File: src/rtl/alu_exec_if.sv
// Operand/result bundle between the operand-mux stage, the execute stage and write-back.
interface alu_exec_if #(
  parameter int DWIDTH = 16,
  parameter int AWIDTH = 3
);
  logic              en_in;
  logic [2:0]        alu_op;
  logic [DWIDTH-1:0] alu_a;
  logic [DWIDTH-1:0] alu_b;
  logic [AWIDTH-1:0] rd_tag;
  logic              busy;
  logic [DWIDTH-1:0] result;
  logic [AWIDTH-1:0] wb_tag;
  logic              flag_z;
  logic              flag_n;
  logic              flag_c;
  logic              flag_v;
  logic              en_out;

  // Upstream side: issues operands, watches busy and the result
  modport master (
    output en_in, alu_op, alu_a, alu_b, rd_tag,
    input  busy, result, wb_tag, flag_z, flag_n, flag_c, flag_v, en_out
  );

  // Execute stage side
  modport slave (
    input  en_in, alu_op, alu_a, alu_b, rd_tag,
    output busy, result, wb_tag, flag_z, flag_n, flag_c, flag_v, en_out
  );
endinterface

File: src/rtl/alu_exec.sv
// Execute stage: single-cycle ADD/SUB/logic/shift, iterative shift-add MUL.
// Result, flags and tag are registered and announced by a one-cycle en_out pulse.
module alu_exec #(
  parameter int DWIDTH = 16,
  parameter int AWIDTH = 3
) (
  input  logic       clk,
  input  logic       rst_n,
  alu_exec_if.slave  bus
);
  localparam int SW = $clog2(DWIDTH);

  localparam logic [2:0] OP_ADD = 3'd0;
  localparam logic [2:0] OP_SUB = 3'd1;
  localparam logic [2:0] OP_AND = 3'd2;
  localparam logic [2:0] OP_OR  = 3'd3;
  localparam logic [2:0] OP_XOR = 3'd4;
  localparam logic [2:0] OP_SHL = 3'd5;
  localparam logic [2:0] OP_SHR = 3'd6;
  localparam logic [2:0] OP_MUL = 3'd7;

  typedef enum logic {S_IDLE, S_MUL} state_t;

  state_t            state_q, state_d;
  logic [DWIDTH-1:0] result_q, result_d;
  logic [AWIDTH-1:0] wb_tag_q, wb_tag_d;
  logic              flag_z_q, flag_z_d;
  logic              flag_n_q, flag_n_d;
  logic              flag_c_q, flag_c_d;
  logic              flag_v_q, flag_v_d;
  logic              en_out_q, en_out_d;
  logic              busy_q, busy_d;
  logic [DWIDTH-1:0] mul_a_q, mul_a_d;
  logic [DWIDTH-1:0] mul_b_q, mul_b_d;
  logic [DWIDTH-1:0] acc_q, acc_d;
  logic [AWIDTH-1:0] mul_tag_q, mul_tag_d;
  logic [SW-1:0]     cnt_q, cnt_d;

  logic [DWIDTH-1:0] op_res;
  logic              op_c;
  logic              op_v;
  logic [DWIDTH:0]   sum_w;
  logic [DWIDTH:0]   diff_w;
  logic [DWIDTH:0]   shl_w;
  logic [DWIDTH:0]   shr_w;
  logic [SW-1:0]     shamt;
  logic [DWIDTH-1:0] acc_step;

  // Single-cycle datapath; the extra bit on each wide vector is the carry/borrow/shift-out
  always_comb begin
    shamt  = bus.alu_b[SW-1:0];
    sum_w  = {1'b0, bus.alu_a} + {1'b0, bus.alu_b};
    diff_w = {1'b0, bus.alu_a} - {1'b0, bus.alu_b};
    shl_w  = {1'b0, bus.alu_a} << shamt;
    shr_w  = {bus.alu_a, 1'b0} >> shamt;
    op_res = '0;
    op_c   = 1'b0;
    op_v   = 1'b0;
    case (bus.alu_op)
      OP_ADD: begin
        op_res = sum_w[DWIDTH-1:0];
        op_c   = sum_w[DWIDTH];
        op_v   = (bus.alu_a[DWIDTH-1] == bus.alu_b[DWIDTH-1]) &&
                 (sum_w[DWIDTH-1] != bus.alu_a[DWIDTH-1]);
      end
      OP_SUB: begin
        op_res = diff_w[DWIDTH-1:0];
        op_c   = diff_w[DWIDTH];
        op_v   = (bus.alu_a[DWIDTH-1] != bus.alu_b[DWIDTH-1]) &&
                 (diff_w[DWIDTH-1] != bus.alu_a[DWIDTH-1]);
      end
      OP_AND: op_res = bus.alu_a & bus.alu_b;
      OP_OR:  op_res = bus.alu_a | bus.alu_b;
      OP_XOR: op_res = bus.alu_a ^ bus.alu_b;
      OP_SHL: begin
        op_res = shl_w[DWIDTH-1:0];
        op_c   = shl_w[DWIDTH];
      end
      OP_SHR: begin
        op_res = shr_w[DWIDTH:1];
        op_c   = shr_w[0];
      end
      default: ;
    endcase
  end

  // Next-state and output logic for the IDLE/MUL controller
  always_comb begin
    state_d   = state_q;
    result_d  = result_q;
    wb_tag_d  = wb_tag_q;
    flag_z_d  = flag_z_q;
    flag_n_d  = flag_n_q;
    flag_c_d  = flag_c_q;
    flag_v_d  = flag_v_q;
    en_out_d  = 1'b0;
    busy_d    = busy_q;
    mul_a_d   = mul_a_q;
    mul_b_d   = mul_b_q;
    acc_d     = acc_q;
    mul_tag_d = mul_tag_q;
    cnt_d     = cnt_q;
    acc_step  = acc_q + (mul_b_q[0] ? mul_a_q : '0);
    case (state_q)
      S_IDLE: begin
        if (bus.en_in) begin
          if (bus.alu_op == OP_MUL) begin
            mul_a_d   = bus.alu_a;
            mul_b_d   = bus.alu_b;
            mul_tag_d = bus.rd_tag;
            acc_d     = '0;
            cnt_d     = SW'(DWIDTH - 1);
            busy_d    = 1'b1;
            state_d   = S_MUL;
          end else begin
            result_d = op_res;
            flag_c_d = op_c;
            flag_v_d = op_v;
            wb_tag_d = bus.rd_tag;
            en_out_d = 1'b1;
          end
        end
      end
      S_MUL: begin
        // en_in is deliberately not looked at here: issuing while busy is dropped
        acc_d   = acc_step;
        mul_a_d = mul_a_q << 1;
        mul_b_d = mul_b_q >> 1;
        cnt_d   = cnt_q - SW'(1);
        if (cnt_q == '0) begin
          result_d = acc_step;
          flag_c_d = 1'b0;
          flag_v_d = 1'b0;
          wb_tag_d = mul_tag_q;
          en_out_d = 1'b1;
          busy_d   = 1'b0;
          state_d  = S_IDLE;
        end
      end
      default: state_d = S_IDLE;
    endcase
    // Z/N track the result only when a new one is written, so they hold with it
    if (en_out_d) begin
      flag_z_d = (result_d == '0);
      flag_n_d = result_d[DWIDTH-1];
    end
  end

  // State and output registers, cleared asynchronously so reset aborts a MUL at once
  always_ff @(posedge clk or negedge rst_n) begin
    if (!rst_n) begin
      state_q   <= S_IDLE;
      result_q  <= '0;
      wb_tag_q  <= '0;
      flag_z_q  <= 1'b0;
      flag_n_q  <= 1'b0;
      flag_c_q  <= 1'b0;
      flag_v_q  <= 1'b0;
      en_out_q  <= 1'b0;
      busy_q    <= 1'b0;
      mul_a_q   <= '0;
      mul_b_q   <= '0;
      acc_q     <= '0;
      mul_tag_q <= '0;
      cnt_q     <= '0;
    end else begin
      state_q   <= state_d;
      result_q  <= result_d;
      wb_tag_q  <= wb_tag_d;
      flag_z_q  <= flag_z_d;
      flag_n_q  <= flag_n_d;
      flag_c_q  <= flag_c_d;
      flag_v_q  <= flag_v_d;
      en_out_q  <= en_out_d;
      busy_q    <= busy_d;
      mul_a_q   <= mul_a_d;
      mul_b_q   <= mul_b_d;
      acc_q     <= acc_d;
      mul_tag_q <= mul_tag_d;
      cnt_q     <= cnt_d;
    end
  end

  assign bus.result = result_q;
  assign bus.wb_tag = wb_tag_q;
  assign bus.flag_z = flag_z_q;
  assign bus.flag_n = flag_n_q;
  assign bus.flag_c = flag_c_q;
  assign bus.flag_v = flag_v_q;
  assign bus.en_out = en_out_q;
  assign bus.busy   = busy_q;
endmodule

File: src/flat_wrapper.sv
// flat-port wrapper written by rule: the top's interface ports become plain ports
module alu_exec_flat 
#(
  parameter int DWIDTH = 16,
  parameter int AWIDTH = 3
)
  (clk, rst_n, bus_en_in, bus_alu_op, bus_alu_a, bus_alu_b, bus_rd_tag, bus_busy, bus_result, bus_wb_tag, bus_flag_z, bus_flag_n, bus_flag_c, bus_flag_v, bus_en_out);
  alu_exec_if #(.DWIDTH(DWIDTH), .AWIDTH(AWIDTH)) bus_i ();
  input  logic clk;
  input  logic rst_n;
  input wire logic [$bits(bus_i.en_in)-1:0] bus_en_in;
  input wire logic [$bits(bus_i.alu_op)-1:0] bus_alu_op;
  input wire logic [$bits(bus_i.alu_a)-1:0] bus_alu_a;
  input wire logic [$bits(bus_i.alu_b)-1:0] bus_alu_b;
  input wire logic [$bits(bus_i.rd_tag)-1:0] bus_rd_tag;
  output wire logic [$bits(bus_i.busy)-1:0] bus_busy;
  output wire logic [$bits(bus_i.result)-1:0] bus_result;
  output wire logic [$bits(bus_i.wb_tag)-1:0] bus_wb_tag;
  output wire logic [$bits(bus_i.flag_z)-1:0] bus_flag_z;
  output wire logic [$bits(bus_i.flag_n)-1:0] bus_flag_n;
  output wire logic [$bits(bus_i.flag_c)-1:0] bus_flag_c;
  output wire logic [$bits(bus_i.flag_v)-1:0] bus_flag_v;
  output wire logic [$bits(bus_i.en_out)-1:0] bus_en_out;
  assign bus_i.en_in = bus_en_in;
  assign bus_i.alu_op = bus_alu_op;
  assign bus_i.alu_a = bus_alu_a;
  assign bus_i.alu_b = bus_alu_b;
  assign bus_i.rd_tag = bus_rd_tag;
  assign bus_busy = bus_i.busy;
  assign bus_result = bus_i.result;
  assign bus_wb_tag = bus_i.wb_tag;
  assign bus_flag_z = bus_i.flag_z;
  assign bus_flag_n = bus_i.flag_n;
  assign bus_flag_c = bus_i.flag_c;
  assign bus_flag_v = bus_i.flag_v;
  assign bus_en_out = bus_i.en_out;
  alu_exec #(.DWIDTH(DWIDTH), .AWIDTH(AWIDTH)) u_core (.clk(clk), .rst_n(rst_n), .bus(bus_i));
endmodule
File: config.mk
export PLATFORM = sky130hd
export DESIGN_NAME = alu_exec_flat
export DESIGN_NICKNAME = d
export VERILOG_FILES = /design/src/rtl/alu_exec_if.sv /design/src/rtl/alu_exec.sv /design/src/flat_wrapper.sv
export SDC_FILE = /design/constraint.sdc
export NUM_CORES = 1
export LEC_CHECK = 0
export CAP_MARGIN = 20
export CORE_MARGIN = 1.5
export CORE_UTILIZATION = 45
export CTS_BUF_LIST = sky130_fd_sc_hd__clkbuf_16
export DETAILED_ROUTE_END_ITERATION = 12
export HOLD_SLACK_MARGIN = 0.1
export PLACE_DENSITY = 0.63
export REMOVE_ABC_BUFFERS = 1
export SLEW_MARGIN = 10
export SYNTH_ARGS = -nofsm -noshare
export SYNTH_HDL_FRONTEND = slang
export SYNTH_SLANG_ARGS = --single-unit
File: constraint.sdc
create_clock -name clk -period 7.85 [get_ports clk]
set_input_delay 1.1775 -clock clk [delete_from_list [all_inputs] [get_ports clk]]
set_output_delay 1.1775 -clock clk [all_outputs]
set_load 0.02 [all_outputs]
==> impl.org <==
** Placement
- Post-DP HPWL :: 24940 um
- Final Wtd Congestion :: 0.9975
- Port buffering added 65 buffers.
- Placed cell area :: 9218 um2
- Placement-stage worst setup slack :: about 1.9 ns

** STA
- Final hold violations :: 0
- Number of setup violations in the final report :: 0
- For this run, the top clock speed supported by timing is 174.7 MHz.
- Across all setup checks in the final design, the least slack found is 2.126 ns.
- Total negative slack for setup checks :: 0 ns
- Largest clock skew in the final design :: 0.01097 ns
- Final Hold Slack :: between 0.4 and 0.5 ns
- Setup repair after global routing left no endpoint under its margin.
- Max Slew Vio Count :: 0
- Shortest period the worst path allows :: 5.724 ns
- Dividing the final minimum period by the clock period gives 0.7292.
- At the pin with the least slew margin, the transition time is 1.203 ns.
- Worst max-slew margin expressed relative to the limit :: 0.1868

** Drt
- DRC viols :: 0
- Routed WL :: 32870 um
- Routed WL per cell :: 24.66 um
- Iteration-0 DRC count of the detailed router :: 778
- Mean number of vias per cell :: between 6 and 7
- DR vias :: 8592
- Post-route ant nets :: 0
- The first detailed-routing pass ran for 6 iterations.

** Setup path
- Worst r2r dst :: u_core.bus.flag_z
- STA puts the critical path data required time at 8.12 ns.
- Worst-path cell with the longest stage delay :: sky130_fd_sc_hd__clkdlybuf4s50_1
- Crit-path leading delay family :: simple AND/OR/NAND/NOR gates
- The critical path in this run is classified as input pin to register.
- Worst-case register-to-register setup slack :: around 3.2 ns
- Walking the worst path, the cells encountered are clkdlybuf4s50_1 > buf_4 > nand3_1 > and2_1 > nor2_2 > inv_1 > o22ai_1 > nor2_1 > a2111o_1 > or4_1 > or4_1 > or4_1 > o31ai_2.
- For this run, the slowest stage of the critical path takes 0.79 ns.
- STA classifies the critical path endpoint as a register.
- Startpoint kind of the worst setup timing path :: input pin
- Counting buffers and inverters, the worst setup path is 13 cells deep.
- Reg2Reg Launch Point :: u_core.state_q
- Most frequent cell on the critical path :: sky130_fd_sc_hd__or4_1
- Along the worst path, the maximum fanout reaches 15.
- Cells on worst reg2reg path :: 11
- Worst path bufs/invs :: 3
- Endpoint arrival time on the critical path :: 5.99 ns

** Flow run
- MaxCap Viol Count :: 0

** Global route
- The number of antenna violations at the first check in global routing is 0.
- The first global-routing pass estimated around 50000 um of wire.
- Entering global routing, the biggest net connects 80 pins.
- Total overflow reported by the global router :: 0
- Total track usage :: 0.3363
- Number of global-route vias before repair :: between 7k and 8k

** Power
- Dividing total power by cell area gives a power density of 237.3 nW/um2.
- The worst-case IR drop observed on VDD is about 0.16 mV.
- The analysis attributes to cell leakage a power of ~4.1 nW.

** Clocking
- The clock net in this run drives a total of 81 sinks.
- The clock passes through at most 2 buffers.
- Buffers inserted to repair hold after CTS numbered 0.
- Total number of H-tree levels :: 3
- Clock latency on the worst-skew pair, taken at its later pin, is 0.36 ns.
- The root buffer cell chosen for the clock tree is sky130_fd_sc_hd__clkbuf_16.
- Post-CTS repair timing setup buffer count :: 0
- In this run, post-CTS repair resized a total of 0 instances.
- The number of clock buffers added by TritonCTS is 9.
- TritonCTS clock tree :: built
- Clock-pin slew was measured on the worst setup and hold paths at 0.06 ns.

** Floorplan
- Core box area :: about 19000 um2
- In this run the horizontal extent of the chip is 140.4 um.
- Die Y-Extent :: 140.4 um
- Effective utilization at floorplan :: 0.4572
- During I/O placement, the number of pins put on the boundary was between 60 and 70.
- The die covers 19710 um2.
- Floorplan row count :: 50

** Layout
- Growth of design area from synthesis to finish :: 12.20%
- Measured on the finished design, the core utilization comes to 0.5129.
- Number of antenna repair diodes :: 0
- Fraction of final layout cells sized beyond drive strength 1 :: 0.07461
- Net total in the final layout :: 1207
- With fillers left out, the area of the finished cells amounts to about 9500 um2.

** Synth
- Synthesized area :: 8494 um2
- Counting flops and latches in the post-synthesis netlist gives 81.
- The netlist uses 81 different library cells.
- Commonest register cell after synthesis :: sky130_fd_sc_hd__dfrtp_1
- Of all flip-flops after synthesis, the portion carrying an async set or reset was 1.000.
- Register area share after synthesis :: 0.2386
- Gate count after technology mapping :: 1077
- Counting flops with a built-in enable in the synthesized netlist gives 0.
- Yosys printed 0 warnings.
- Mean post-synth cell area :: 7.887 um2

** Status
- The flow ran to the end, and the final reports show no timing, DRC or antenna violations.

** Hold path
- Hold/Removal Path Class :: register to register
- Worst hold endpoint :: u_core.bus.flag_n
- Worst hold path depth :: 2
- In this run the most critical hold path is launched from u_core.bus.flag_n.
-- area by class of cell --
class | count | area (um2)
clock inverters | 7 | 87.58
repair buffers | 78 | 735.7
clock buffers | 9 | 225.2
flip-flops and latches | 81 | 2031
multi-input cells | 861 | 5922
inverters | 63 | 236.5
well taps | 234 | 292.8
fillers | 1812 | 9050
-- where the power goes --
group	switching, mW	leakage (nW)	internal, mW
combinational	0.626	2.91	0.427
clock	0.186	0.154	0.276
sequential	0.169	1.04	0.578
total	0.981	4.11	1.28
-- layer usage --
layer,part of all wire,track usage,up-vias
li1,-,-,3945
met1,0.46,0.4936,4136
met2,0.43,0.4984,433
met3,0.079,0.05094,78
met4,0.041,0.1230,0
met5,0,0,-
-- Yosys cell counts, types with 14 or more instances --
master / count / area [um2]
sky130_fd_sc_hd__nand2_1: 131 / 491.7
sky130_fd_sc_hd__a21oi_1: 102 / 510.5
sky130_fd_sc_hd__o21ai_0: 95 / 475.5
sky130_fd_sc_hd__nor2_1: 83 / 311.6
sky130_fd_sc_hd__dfrtp_1: 81 / 2027
sky130_fd_sc_hd__ha_1: 69 / 863.3
sky130_fd_sc_hd__inv_1: 62 / 232.7
sky130_fd_sc_hd__clkbuf_1: 49 / 183.9
sky130_fd_sc_hd__nor3_1: 30 / 150.1
sky130_fd_sc_hd__mux2i_1: 25 / 250.2
sky130_fd_sc_hd__and2_1: 21 / 131.4
sky130_fd_sc_hd__mux4_2: 21 / 473.0
sky130_fd_sc_hd__nand3_1: 20 / 100.1
sky130_fd_sc_hd__xnor2_1: 20 / 175.2
sky130_fd_sc_hd__a211oi_1: 16 / 120.1
sky130_fd_sc_hd__nor2b_1: 14 / 87.58
-- sequential cells by signal (all words and copies together), names as in the netlist --
signal             cells
u_core.bus.wb_tag      3
u_core.mul_a_q        16
u_core.bus.result     16
u_core.bus.flag_v      1
u_core.bus.en_out      1
u_core.bus.busy        1
u_core.bus.flag_z      1
u_core.bus.flag_n      1
u_core.bus.flag_c      1
u_core.mul_b_q        16
u_core.cnt_q           4
u_core.state_q         1
u_core.acc_q          16
u_core.mul_tag_q       3
-- layout by cell type, fill, tap and decap left out, drive strengths merged, types with 5 or more instances in the layout --
cell type and instances:
a2111oi 5, a211o 8, a211oi 17, a21o 10
a21oi 102, a221oi 7, a22oi 7, a31oi 12
and2 22, and3 11, buf 16, clkbuf 9
clkdlybuf4s50 62, dfrtp 81, ha 69, inv 65
mux2 9, mux2i 25, mux4 22, nand2 131
nand3 20, nor2 84, nor2b 14, nor3 30
o2111ai 5, o211ai 9, o21a 6, o21ai 98
o21bai 7, o22ai 10, o311ai 5, o31ai 6
or2 7, or4 9, xnor2 20, xor2 8
-- metrics by stage --
| stage | power [mW] | instances |
|---|---|---|
| 2_1_floorplan | 1.344 | 1005 |
| 4_1_cts | 2.260 | 1333 |
| 3_3_place_gp | 1.785 | 1317 |
| 6_report | 2.261 | 1333 |
| 5_1_grt | 2.406 | 1333 |
| 3_5_place_dp | 1.790 | 1317 |
-- worst min-delay path, delay by kind of cell, from the launching register on --
kind / cells / cell delay (ns)
DFF: 1 / 0.35
and+or+nand+nor: 2 / 0.10
-- worst max path at each step --
stage,from,to,slack (ns)
global placement,bus_alu_op[2],u_core.bus.flag_z,2.00
detailed placement,bus_alu_op[2],u_core.bus.flag_z,1.86
CTS,bus_alu_op[2],u_core.bus.flag_z,2.19
floorplan,u_core.state_q,u_core.bus.flag_z,2.74
finish,bus_alu_op[2],u_core.bus.flag_z,2.13
global route,bus_alu_op[2],u_core.bus.flag_z,1.89
-- logic make-up after synthesis --
logic type	after synthesis	synth area share
DFF	81	0.2386
muxes	56	0.1006
buffers and inverters	135	0.06555
adders and majority gates	72	0.1087
and+or+nand+nor	351	0.1931
AOI/OAI and AO/OA	354	0.2645
xor gates and xnor gates	28	0.02887
No activity file was read; power rests on OpenSTA's default activity.
==> RTL edit (config.mk and constraints unchanged) <==
`DWIDTH` is set to 16 in 3 places; all go to 8.
--- a/src/rtl/alu_exec_if.sv
+++ b/src/rtl/alu_exec_if.sv
@@ -1,5 +1,5 @@
 // Operand/result bundle between the operand-mux stage, the execute stage and write-back.
 interface alu_exec_if #(
-  parameter int DWIDTH = 16,
+  parameter int DWIDTH = 8,
   parameter int AWIDTH = 3
 );
--- a/src/rtl/alu_exec.sv
+++ b/src/rtl/alu_exec.sv
@@ -2,5 +2,5 @@
 // Result, flags and tag are registered and announced by a one-cycle en_out pulse.
 module alu_exec #(
-  parameter int DWIDTH = 16,
+  parameter int DWIDTH = 8,
   parameter int AWIDTH = 3
 ) (
--- a/src/flat_wrapper.sv
+++ b/src/flat_wrapper.sv
@@ -2,5 +2,5 @@
 module alu_exec_flat 
 #(
-  parameter int DWIDTH = 16,
+  parameter int DWIDTH = 8,
   parameter int AWIDTH = 3
 )
Ports: changed (resized bus_alu_a, bus_alu_b and bus_result); port bits go from 66 to 42. The function was not compared with the original's and may differ.
==> RTL edit against the unedited design <==
Wire length fell by 58%; non-clock buffer count fell by 29; total power fell by 42%; critical path type unchanged; sequential cell count fell by 33; final cell count fell by 49%; final area fell by 46%; first-iteration DRC count fell by 55%; synthesized area fell by 47%; setup slack improved by 0.87 ns.
==> RTL edit: results (changes against the unedited design) <==
Outcome = complete, no violations
Fill count = 981 (-46%)
Post-DP HPWL = 10.1 mm (-60%)
Pleak = 2.18 nW (-47%)
Mux contribution to synthesized area = 9.61% (-0.45 points)
FF-to-FF path depth = 10 (-1)
Max Clock Skew = 0.00612 ns (-0.00485 ns)
Fraction of the mapped netlist area in compound gates = 23.9% (-2.6 points)
Global-route wire length before repair = 21.7 mm (-56%)
Vias in the first global route = 4008 (-50%)
HP Start = u_core.cnt_q[2]$_DFFE_PN0P_
Largest net degree at the start of global routing = 65 (-19%)
CTS sink count = 48 (-41%)
Clock latency on the worst-skew pair = 0.29 ns (-0.07 ns)
Max incr delay on CP = 1.08 ns (+0.29 ns)
Register area share after synthesis = 26.8% (+3.0 points)
Max FO, Critical Path = 22 (+7)
ClkCell Share = 3.78% (+0.50 points)
Endpoint of the worst hold path = u_core.cnt_q[2]$_DFFE_PN0P_
Least-Margin Pin Slew = 1.06 ns (-0.144 ns)
Clock buf count = 5 (-4)
Unique masters post-synth = 77 (-4.9%)
Synth top area cells = dfrtp_1, ha_1, nor2_1
Number of multi-input logic gates = 417 (-52%)
R2r setup slk = 4.64 ns (+1.49 ns)
Inverters = 30 (-52%)
Met3 wire len = 823 um (-68%)
DR iter-0 viols = 347 (-55%)
Reg2reg start = u_core.mul_b_q[0]$_DFFE_PN0P_
CP delay by family, top = buffers and inverters
Vias per cell = 6.06 (-6.1%)
Maximum vdd drop = 0.195 mV (+21%)
XOR/XNOR Fraction of Synth Area = 1.56% (-1.3 points)
Met1 wire length = 6.09 mm (-59%)
Nonclk buf count = 49 (-37%)
All-Layer GR Usage = 26.9% (-6.7 points)
Met3 Resource Use GR = 4.68% (-0.42 points)
Top sig layer = met4
WHS = 0.470 ns (-0.0110 ns)
Placed Cells = 677 (-49%)
Post-synth top cells = nor2_1, dfrtp_1, nand2_1
Gp weighted congestion = 0.941 (-5.7%)
I/O Buffers = 41 (-37%)
NonClk Buf Share = 9.08% (+1.4 points)
Cells after Synth = 531 (-51%)
Pre-Repair DR Iteration Count = 7 (+1)
H-tree Lvls = 2 (-1)
Met2 Routed Length = 6.51 mm (-53%)
Post-cts repair resize count = 0 (unchanged)
End of the critical path = u_core.bus.flag_n$_DFFE_PN0P_
Layout cell share with drive strength beyond 1 = 7.79% (+0.33 points)
Post-detailed-route wirelength per cell = 19.9 um (-19%)
Footprint of the multi-input gates = 2990 um^2 (-50%)
Nets = 613 (-49%)
Hold Path Depth = 1 (-1)
Final WL = 13.6 mm (-58%)
Fraction of area in registers = 23.5% (+2.1 points)
Synth Area in Adders = 10.8% (-0.033 points)
RTL edit: cell count changes after synthesis, moves of 13 or more:
cell | unedited run | this run
nand3_1 | 20 | 5
ha_1 | 69 | 34
inv_1 | 62 | 29
nor2_1 | 83 | 61
nand2_1 | 131 | 44
clkbuf_1 | 49 | 18
mux4_2 | 21 | 8
and2_1 | 21 | 8
xnor2_1 | 20 | 3
a21oi_1 | 102 | 31
o21ai_0 | 95 | 41
dfrtp_1 | 81 | 48
nor3_1 | 30 | 10
RTL edit: metrics by stage:
stage / power, mW / setup slack, ns / cell area (um^2)
floorplan: 0.800 / 4.24 / 4300
global placement: 1.02 / 2.76 / 4930
detailed placement: 1.03 / 2.70 / 4930
CTS: 1.32 / 2.99 / 5130
global route: 1.40 / 2.63 / 5130
finish: 1.31 / 2.99 / 5130
RTL edit: power breakdown:
group          total, mW  switching [mW]  internal (mW)
Combinational      0.609           0.352          0.257
Sequential         0.423          0.0702          0.353
Clock              0.279          0.0958          0.184
Total               1.31           0.518          0.793
